**src/rtl/rc4_phase_sequencer.sv**
```systemverilog
// Top-level RC4 phase sequencer: runs enabled phase engines in index order through
// start/done handshakes and muxes the active engine onto the single S-memory port.
module rc4_phase_sequencer #(
   parameter int unsigned N_PHASES  = 3,
   parameter int unsigned ADDR_W    = 8,
   parameter int unsigned DATA_W    = 8,
   parameter int unsigned TIMEOUT_W = 16,
   parameter int unsigned TIMEOUT   = 4096,
   localparam int unsigned CUR_W    = (N_PHASES > 1) ? $clog2(N_PHASES) : 1
) (
   input  logic                         clk,
   input  logic                         rst,
   input  logic                         start,
   input  logic                         abort,
   input  logic [N_PHASES-1:0]          phase_en,
   input  logic [N_PHASES-1:0]          phase_done,
   input  logic [N_PHASES*ADDR_W-1:0]   phase_addr,
   input  logic [N_PHASES*DATA_W-1:0]   phase_wdata,
   input  logic [N_PHASES-1:0]          phase_wren,
   output logic [N_PHASES-1:0]          phase_start,
   output logic [ADDR_W-1:0]            mem_addr,
   output logic [DATA_W-1:0]            mem_wdata,
   output logic                         mem_wren,
   output logic [CUR_W-1:0]             cur_phase,
   output logic                         busy,
   output logic                         done,
   output logic                         error
);

   typedef enum logic [2:0] {
      S_IDLE,
      S_RUN,
      S_GAP,
      S_DONE,
      S_ERROR
   } state_t;

   state_t                state, state_nxt;
   logic [CUR_W-1:0]      cur_nxt;
   logic [N_PHASES-1:0]   en_q, en_nxt;
   logic [TIMEOUT_W-1:0]  wdog, wdog_nxt;

   logic [CUR_W-1:0]      first_idx;
   logic [CUR_W-1:0]      next_idx;
   logic                  next_found;
   logic                  timeout_hit;
   logic [TIMEOUT_W-1:0]  wdog_inc;

   // State, phase index, latched enable mask and watchdog
   always_ff @(posedge clk) begin
      if (!rst) begin
         state     <= S_IDLE;
         cur_phase <= '0;
         en_q      <= '0;
         wdog      <= '0;
      end else begin
         state     <= state_nxt;
         cur_phase <= cur_nxt;
         en_q      <= en_nxt;
         wdog      <= wdog_nxt;
      end
   end

   // Lowest enabled phase of a new run, and next enabled phase above the current one
   always_comb begin
      first_idx  = '0;
      next_idx   = '0;
      next_found = 1'b0;
      for (int i = int'(N_PHASES) - 1; i >= 0; i--) begin
         if (phase_en[i]) begin
            first_idx = CUR_W'(i);
         end
         if (en_q[i] && (CUR_W'(i) > cur_phase)) begin
            next_idx   = CUR_W'(i);
            next_found = 1'b1;
         end
      end
   end

   // Watchdog saturates rather than wrapping so a disabled watchdog never aliases
   always_comb begin
      wdog_inc    = (&wdog) ? wdog : wdog + TIMEOUT_W'(1);
      timeout_hit = (TIMEOUT != 0) && (wdog == TIMEOUT_W'(TIMEOUT - 1));
   end

   always_comb begin
      state_nxt = state;
      cur_nxt   = cur_phase;
      en_nxt    = en_q;
      wdog_nxt  = wdog;

      case (state)
         S_IDLE, S_DONE, S_ERROR: begin
            if (start) begin
               en_nxt = phase_en;
               if (phase_en == '0) begin
                  state_nxt = S_DONE;
               end else begin
                  cur_nxt   = first_idx;
                  wdog_nxt  = '0;
                  state_nxt = S_RUN;
               end
            end
         end
         S_RUN: begin
            if (phase_done[cur_phase]) begin
               if (next_found) begin
                  cur_nxt   = next_idx;
                  state_nxt = S_GAP;
               end else begin
                  state_nxt = S_DONE;
               end
            end else if (timeout_hit) begin
               state_nxt = S_ERROR;
            end else begin
               wdog_nxt = wdog_inc;
            end
         end
         S_GAP: begin
            wdog_nxt  = '0;
            state_nxt = S_RUN;
         end
         default: begin
            state_nxt = S_IDLE;
         end
      endcase

      // Abort overrides start and done from any state
      if (abort) begin
         state_nxt = S_IDLE;
         cur_nxt   = '0;
         wdog_nxt  = '0;
      end
   end

   // Status and engine starts decode the registered state; memory mux only live in RUN
   always_comb begin
      phase_start = '0;
      mem_addr    = '0;
      mem_wdata   = '0;
      mem_wren    = 1'b0;
      busy        = (state == S_RUN) || (state == S_GAP);
      done        = (state == S_DONE);
      error       = (state == S_ERROR);
      if (state == S_RUN) begin
         phase_start = N_PHASES'(1) << cur_phase;
         mem_addr    = phase_addr[32'(cur_phase) * ADDR_W +: ADDR_W];
         mem_wdata   = phase_wdata[32'(cur_phase) * DATA_W +: DATA_W];
         mem_wren    = phase_wren[cur_phase];
      end
   end

endmodule

```
**config.mk**
```make
export PLATFORM = sky130hd
export DESIGN_NAME = rc4_phase_sequencer
export DESIGN_NICKNAME = d
export VERILOG_FILES = /design/src/rtl/rc4_phase_sequencer.sv
export SDC_FILE = /design/constraint.sdc
export NUM_CORES = 1
export LEC_CHECK = 0
export ABC_AREA = 1
export ABC_CLOCK_PERIOD_IN_PS = 3700
export CAP_MARGIN = 5
export CORE_MARGIN = 2
export CORE_UTILIZATION = 47
export CTS_BUF_LIST = sky130_fd_sc_hd__clkbuf_4
export CTS_CLUSTER_DIAMETER = 60
export CTS_CLUSTER_SIZE = 24
export DETAILED_ROUTE_END_ITERATION = 6
export GPL_ROUTABILITY_DRIVEN = 0
export PLACE_DENSITY = 0.89
export RECOVER_POWER = 100
export REMOVE_ABC_BUFFERS = 1
export SYNTH_ARGS = -nofsm -noshare
export SYNTH_HDL_FRONTEND = slang
export SYNTH_SLANG_ARGS = --single-unit
```
**constraint.sdc**
```tcl
create_clock -name clk -period 3.7 [get_ports clk]
set_input_delay 0.555 -clock clk [delete_from_list [all_inputs] [get_ports clk]]
set_output_delay 0.555 -clock clk [all_outputs]
set_load 0.01 [all_outputs]
```
## Word-level counts from Yosys, hierarchy flattened

Cells that the tools add are included.

| storage, ports and cells | value |
|---|---|
| output and inout bits | 25 |
| bits in registers | 24 |
| input bits | 61 |
| word-level logic and storage cells | 75 |

| cells by class | value |
|---|---|
| bitwise logic cells | 1 |
| add/subtract/negate cells | 1 |
| reductions and logical operators | 15 |
| equal/unequal tests | 13 |
| $lt $le $gt $ge | 4 |
| shifts and indexed selects | 3 |
| mux-type cells | 34 |

Operator list:

| kind | count |
|---|---|
| 2-to-1 mux 16 bit | 5 |
| case mux 16 bit (3 select lines) | 1 |
| indexed part select 24 x 6 -> 8 bit | 2 |
| 2-to-1 mux 2 bit | 11 |
| adder 16 x 1 -> 16 bit (second input constant) | 1 |
| equality test 16 x 12 -> 1 bit (second input constant) | 1 |
| 2-to-1 mux 8 bit | 2 |
| AND reduction 16 bit | 1 |
| inequality test 2 bit (second input constant) | 7 |
| 2-to-1 mux 3 bit | 4 |
| case mux 3 bit (3 select lines) | 1 |
| 2-to-1 mux 1 bit | 7 |
| equality test 3 x 2 -> 1 bit (second input constant) | 2 |
| zero test 3 bit | 2 |
| AND reduction 6 bit | 1 |
| AND reduction 5 bit | 1 |
| binary-select mux 1 bit (select 2 bit) | 2 |
| greater-than comparator 1 x 2 -> 1 bit (first input constant) | 2 |
| case mux 2 bit (2 select lines) | 1 |
| AND reduction 2 bit | 2 |
| equality test 3 x 1 -> 1 bit (second input constant) | 1 |
| equality test 3 bit (second input constant) | 1 |
| logical AND 1 bit | 3 |
| less-than comparator 2 x 3 -> 1 bit (second input constant) | 1 |
| other kinds (9) | 9 |

## Logic depth before layout (Yosys ltp)

| depth | value |
|---|---|
| word-level depth | 8 |
| mapped depth | 11 |
| gate-level depth less buffers | 11 |

## Least setup slack after synthesis

No wires, ideal clock.

| timing | value |
|---|---|
| path type | register to output |
| start | register cur_phase[1] |
| end | output mem_addr[6] |
| data arrival time | 1.261 ns |
| cell stages (with the launch flop) | 6 |
| slack | 1.884 ns |
| path buffers | 0 |
| cell sequence | dfxtp_1 nor2_1 inv_1 nor2_1 a221oi_1 inv_1 |

| between the ends | value |
|---|---|
| word-level cells in the longest chain between the ends | 2 |

Ends and longest elaborated chain:

| item | RTL line | source |
|---|---|---|
| from (decl) | 24 | `output logic [CUR_W-1:0] cur_phase,` |
| from (signal assigned) | 58 | `cur_phase <= cur_nxt;` |
| indexed part select 24 x 6 -> 8 bit | 147 | `mem_addr = phase_addr[32'(cur_phase) * ADDR_W +: ADDR_W];` |
| 2-to-1 mux 8 bit | 145 | `if (state == S_RUN) begin` |
| to (decl) | 21 | `output logic [ADDR_W-1:0] mem_addr,` |

Every way passes these cells.

## Final worst setup path

| timing | value |
|---|---|
| start | register state[0] |
| end | output mem_addr[0] |

| between the ends | value |
|---|---|
| word-level cells in the longest chain between the ends | 2 |

Ends and longest elaborated chain:

| item | RTL line | source |
|---|---|---|
| from (decl) | 38 | `state_t state, state_nxt;` |
| from (signal assigned) | 57 | `state <= state_nxt;` |
| equality test 3 x 1 -> 1 bit | 145 |  |
| 2-to-1 mux 8 bit | 145 |  |

Every way passes these cells.

==> summary.md <==
| Metric | Value |
|---|---|
| Clock Path Buffers | `2` |
| Fin crit share | `0.851` |
| Worst Path Required | `3.14 ns` |
| Inst Count DP | `488` |
| Slowest cell delay on critical path | `0.60 ns` |
| Avg Vias per Cell | `5.11` |
| Worst Hold Depth | `2` |
| Critical hold path startpoint | `wdog[14]$_SDFFE_PP0P_` |
| Seq. cell area | `460 µm²` |
| Clock skew | `0.00333 ns` |
| CTS tree | `built` |
| Routed Antenna Nets | `0` |
| TNS Setup | `0 ns` |
| DP HPWL | `5010 µm` |
| Area growth syn-to-layout | `45.3%` |
| Overall Global Routing Usage | `0.269` |
| Netlist Area Pre-Place | `1960 µm²` |
| R2R Path End | `wdog[3]$_SDFFE_PP0P_` |
| Worst-skew pair later-pin latency | `0.32 ns` |
| Logic gate share of total power | `0.369` |
| I/O Pins | `86` |
| Relative slew slack | `0.307` |
| Die footprint | `4710 µm²` |
| P_int | `422 µW` |
| Layout net count | `505` |
| Largest net degree at the start of global routing | `26` |
| DRT Pass-1 Iters | `5` |
| Pleak | `1.36 nW` |
| Seq cells post-synth | `23` |
| Crit Path Max Fanout | `25` |
| Port Buffer Count | `85` |
| RSZ-0062 raised after global routing | `false` |
| Row cnt | `23` |
| Startpoint Class | `register` |
| FILL cells | `355` |
| Critical path's slowest cell | `dlygate4sd3_1` |
| Vias in the first global route | `2,317` |
| Setup bufs post-CTS | `0` |
| First-pass GRT wire length | `9810 µm` |
| Multi-input logic area | `1250 µm²` |
| Final Max Slew Viols | `0` |
| Max VDD drop | `0.229 mV` |
| Global route overflow | `0` |
| Final setup viols | `0` |
| Die X-Extent | `68.7 µm` |
| Cts bufs inserted | `3` |
| Yosys warning total | `0` |
| Switch share | `0.320` |
| Sw power | `199 µW` |
| Status | `completed` |
| Register area share after synthesis | `0.234` |
| CTS clk-pin slew, worst paths | `0.13 ns` |
| Cell variety after synth | `27` |
| Period minus WS final | `3.15 ns` |
| Post-CTS Resized | `0` |
| WHS Endpoint | `wdog[14]$_SDFFE_PP0P_` |
| FF-to-FF Start | `state[0]$_SDFFE_PP0P_` |
| Crit Path Category | `register to output pin` |
| Final Instance Count excl. Fillers | `492` |
| Initial DRC count | `118` |
| Initial antenna violation count | `0` |
| R2R depth | `8` |
| Clock power frac | `0.208` |
| Cells after Synth | `360` |
| Antenna diode count | `0` |
| Starting Density | `0.491` |
| Metal-1 WL | `2420 µm` |
| Max-cap violations | `0` |
| Average cell area after synthesis | `5.46 µm²` |
| Arrival @ worst endpoint | `2.59 ns` |
| Number of clock sinks | `23` |
| Routed len/inst | `12.5 µm` |
| Drt total wl | `6150 µm` |
| Met3 WL post-DR | `628 µm` |
| Met2 routed WL | `3050 µm` |
| FMAX | `318 MHz` |
| Root Driver | `clkbuf_4` |
| R2R setup slack | `1.54 ns` |
| Reg power frac | `0.423` |
| Share of layout cells above drive strength 1 | `0.0407` |
| Worst path cell trace | `nand3_2 > inv_2 > nand2_1 > inv_1 > a221oi_1 > inv_1 > dlygate4sd3_1` |
| PwrDens | `218 nW/µm²` |
| Top layer in use | `met4` |
| CTS hold repair buffers | `0` |
| Crit path launch | `state[0]$_SDFFE_PP0P_` |
| Die Ht | `68.7 µm` |
| Via count | `2,513` |
| DRC viols | `0` |
| Fin. Hold Viols | `0` |
| Hold Slack | `0.515 ns` |
| CP Capture Type | `output pin` |
| Class of the worst hold path | `register to register` |
| Worst-Margin Slew | `1.04 ns` |
| Most frequent cell on the critical path | `inv_1` |
| H-tree depth | `1` |
| Core area | `4000 µm²` |
[worst max-delay path, delay by kind of cell (launching register included)]
family	cells	cell delay (ns)
AO/OA/AOI/OAI	1	0.13
flip-flops	1	0.43
buffers and inverters	4	1.31
AND/OR/NAND/NOR	2	0.41
[layout by cell type (no fill, tap or decap), types with 2 or more instances in the layout]
cell type        Yosys  final
a22oi_1             10     10
buf_4                1      2
nor3_1               5      5
clkbuf_4             0      4
nand3_2              2      2
dlygate4sd3_1        0     24
nand3b_1             2      2
nand2_1            130    133
clkdlybuf4s50_1      0     61
o21ai_0              6      6
nor2_2               4      2
inv_1               45     45
nand2_2              5      2
nor2_4               2      2
a221oi_1             2      2
nand3_1             41     41
or2_2                2      2
nor2_1              50     52
a21oi_1             12     12
nand4_1              3      3
dfxtp_1             23     23
inv_2                2      2
[flip-flops by register name, indices dropped and copies added, names as in the netlist]
signal / count
state: 3
en_q: 2
cur_phase: 2
wdog: 16
[Yosys cell counts]
cell type  instances  area, µm²
or2_2              2       12.5
a221oi_1           2       17.5
nand2_2            5       31.3
o22ai_1            1       6.26
nor2_1            50        188
a22oi_1           10       75.1
inv_2              2       7.51
inv_1             45        169
nor2_2             4       25.0
o21bai_1           1       7.51
nand3b_1           2       15.0
o21ai_0            6       30.0
clkbuf_1           3       11.3
dfxtp_1           23        460
and2b_1            1       7.51
a21oi_1           12       60.1
buf_2              3       15.0
buf_4              1       7.51
nand3_1           41        205
nand2_1          130        488
nor3_1             5       25.0
buf_1              1       3.75
buf_6              2       22.5
nor2_4             2       22.5
ha_1               1       12.5
nand3_2            2       20.0
nand4_1            3       18.8
[how the worst max path moves through the flow]
| stage | endpoint | cells after the start | slack (ns) |
|---|---|---|---|
| floorplan | mem_addr[6] | 5 | 1.58 |
| global placement | mem_addr[0] | 8 | 1.10 |
| detailed placement | mem_addr[0] | 8 | 0.97 |
| CTS | mem_addr[0] | 8 | 0.59 |
| global route | mem_addr[0] | 8 | 0.32 |
| finish | mem_addr[0] | 7 | 0.55 |
[metal layers]
metal / vias up / track usage
met4: 0 / 0.0850
met2: 97 / 0.523
met3: 5 / 0.0406
met5: - / 0
li1: 1304 / -
met1: 1107 / 0.293
[power groups by stage]
stage	Clock [mW]	Sequential, mW	Combinational, mW
3_5_place_dp	0	0.268	0.236
6_report	0.129	0.263	0.229
4_1_cts	0.133	0.263	0.237
2_1_floorplan	0	0.267	0.114
3_3_place_gp	0	0.268	0.231
5_1_grt	0.140	0.264	0.256
[area by class of cell]
type | instances | area share
repair buffers | 88 | 0.305
well taps | 50 | 0.0219
clock buffers | 4 | 0.0105
flip-flops and latches | 23 | 0.161
inverters | 47 | 0.0618
multi-input cells | 280 | 0.440
[through the flow]
stage | utilization | cell area, µm² | worst slack [ns] | power (mW)
after floorplan | - | 1900 | 1.58 | 0.382
after CTS | 0.718 | 2870 | 0.593 | 0.633
after global placement | 0.710 | 2840 | 1.10 | 0.499
final | 0.713 | 2850 | 0.552 | 0.621
after detailed placement | 0.710 | 2840 | 0.973 | 0.504
after global routing | 0.713 | 2850 | 0.323 | 0.660
[logic make-up after synthesis]
| group | after synthesis | share of synthesized area |
|---|---|---|
| adders and majority gates | 1 | 0.00637 |
| AOI/OAI and AO/OA | 32 | 0.100 |
| buffers and inverters | 57 | 0.120 |
| and+or+nand+nor | 247 | 0.539 |
| DFF | 23 | 0.234 |
Note: power is estimated with default switching activity, not from simulation.
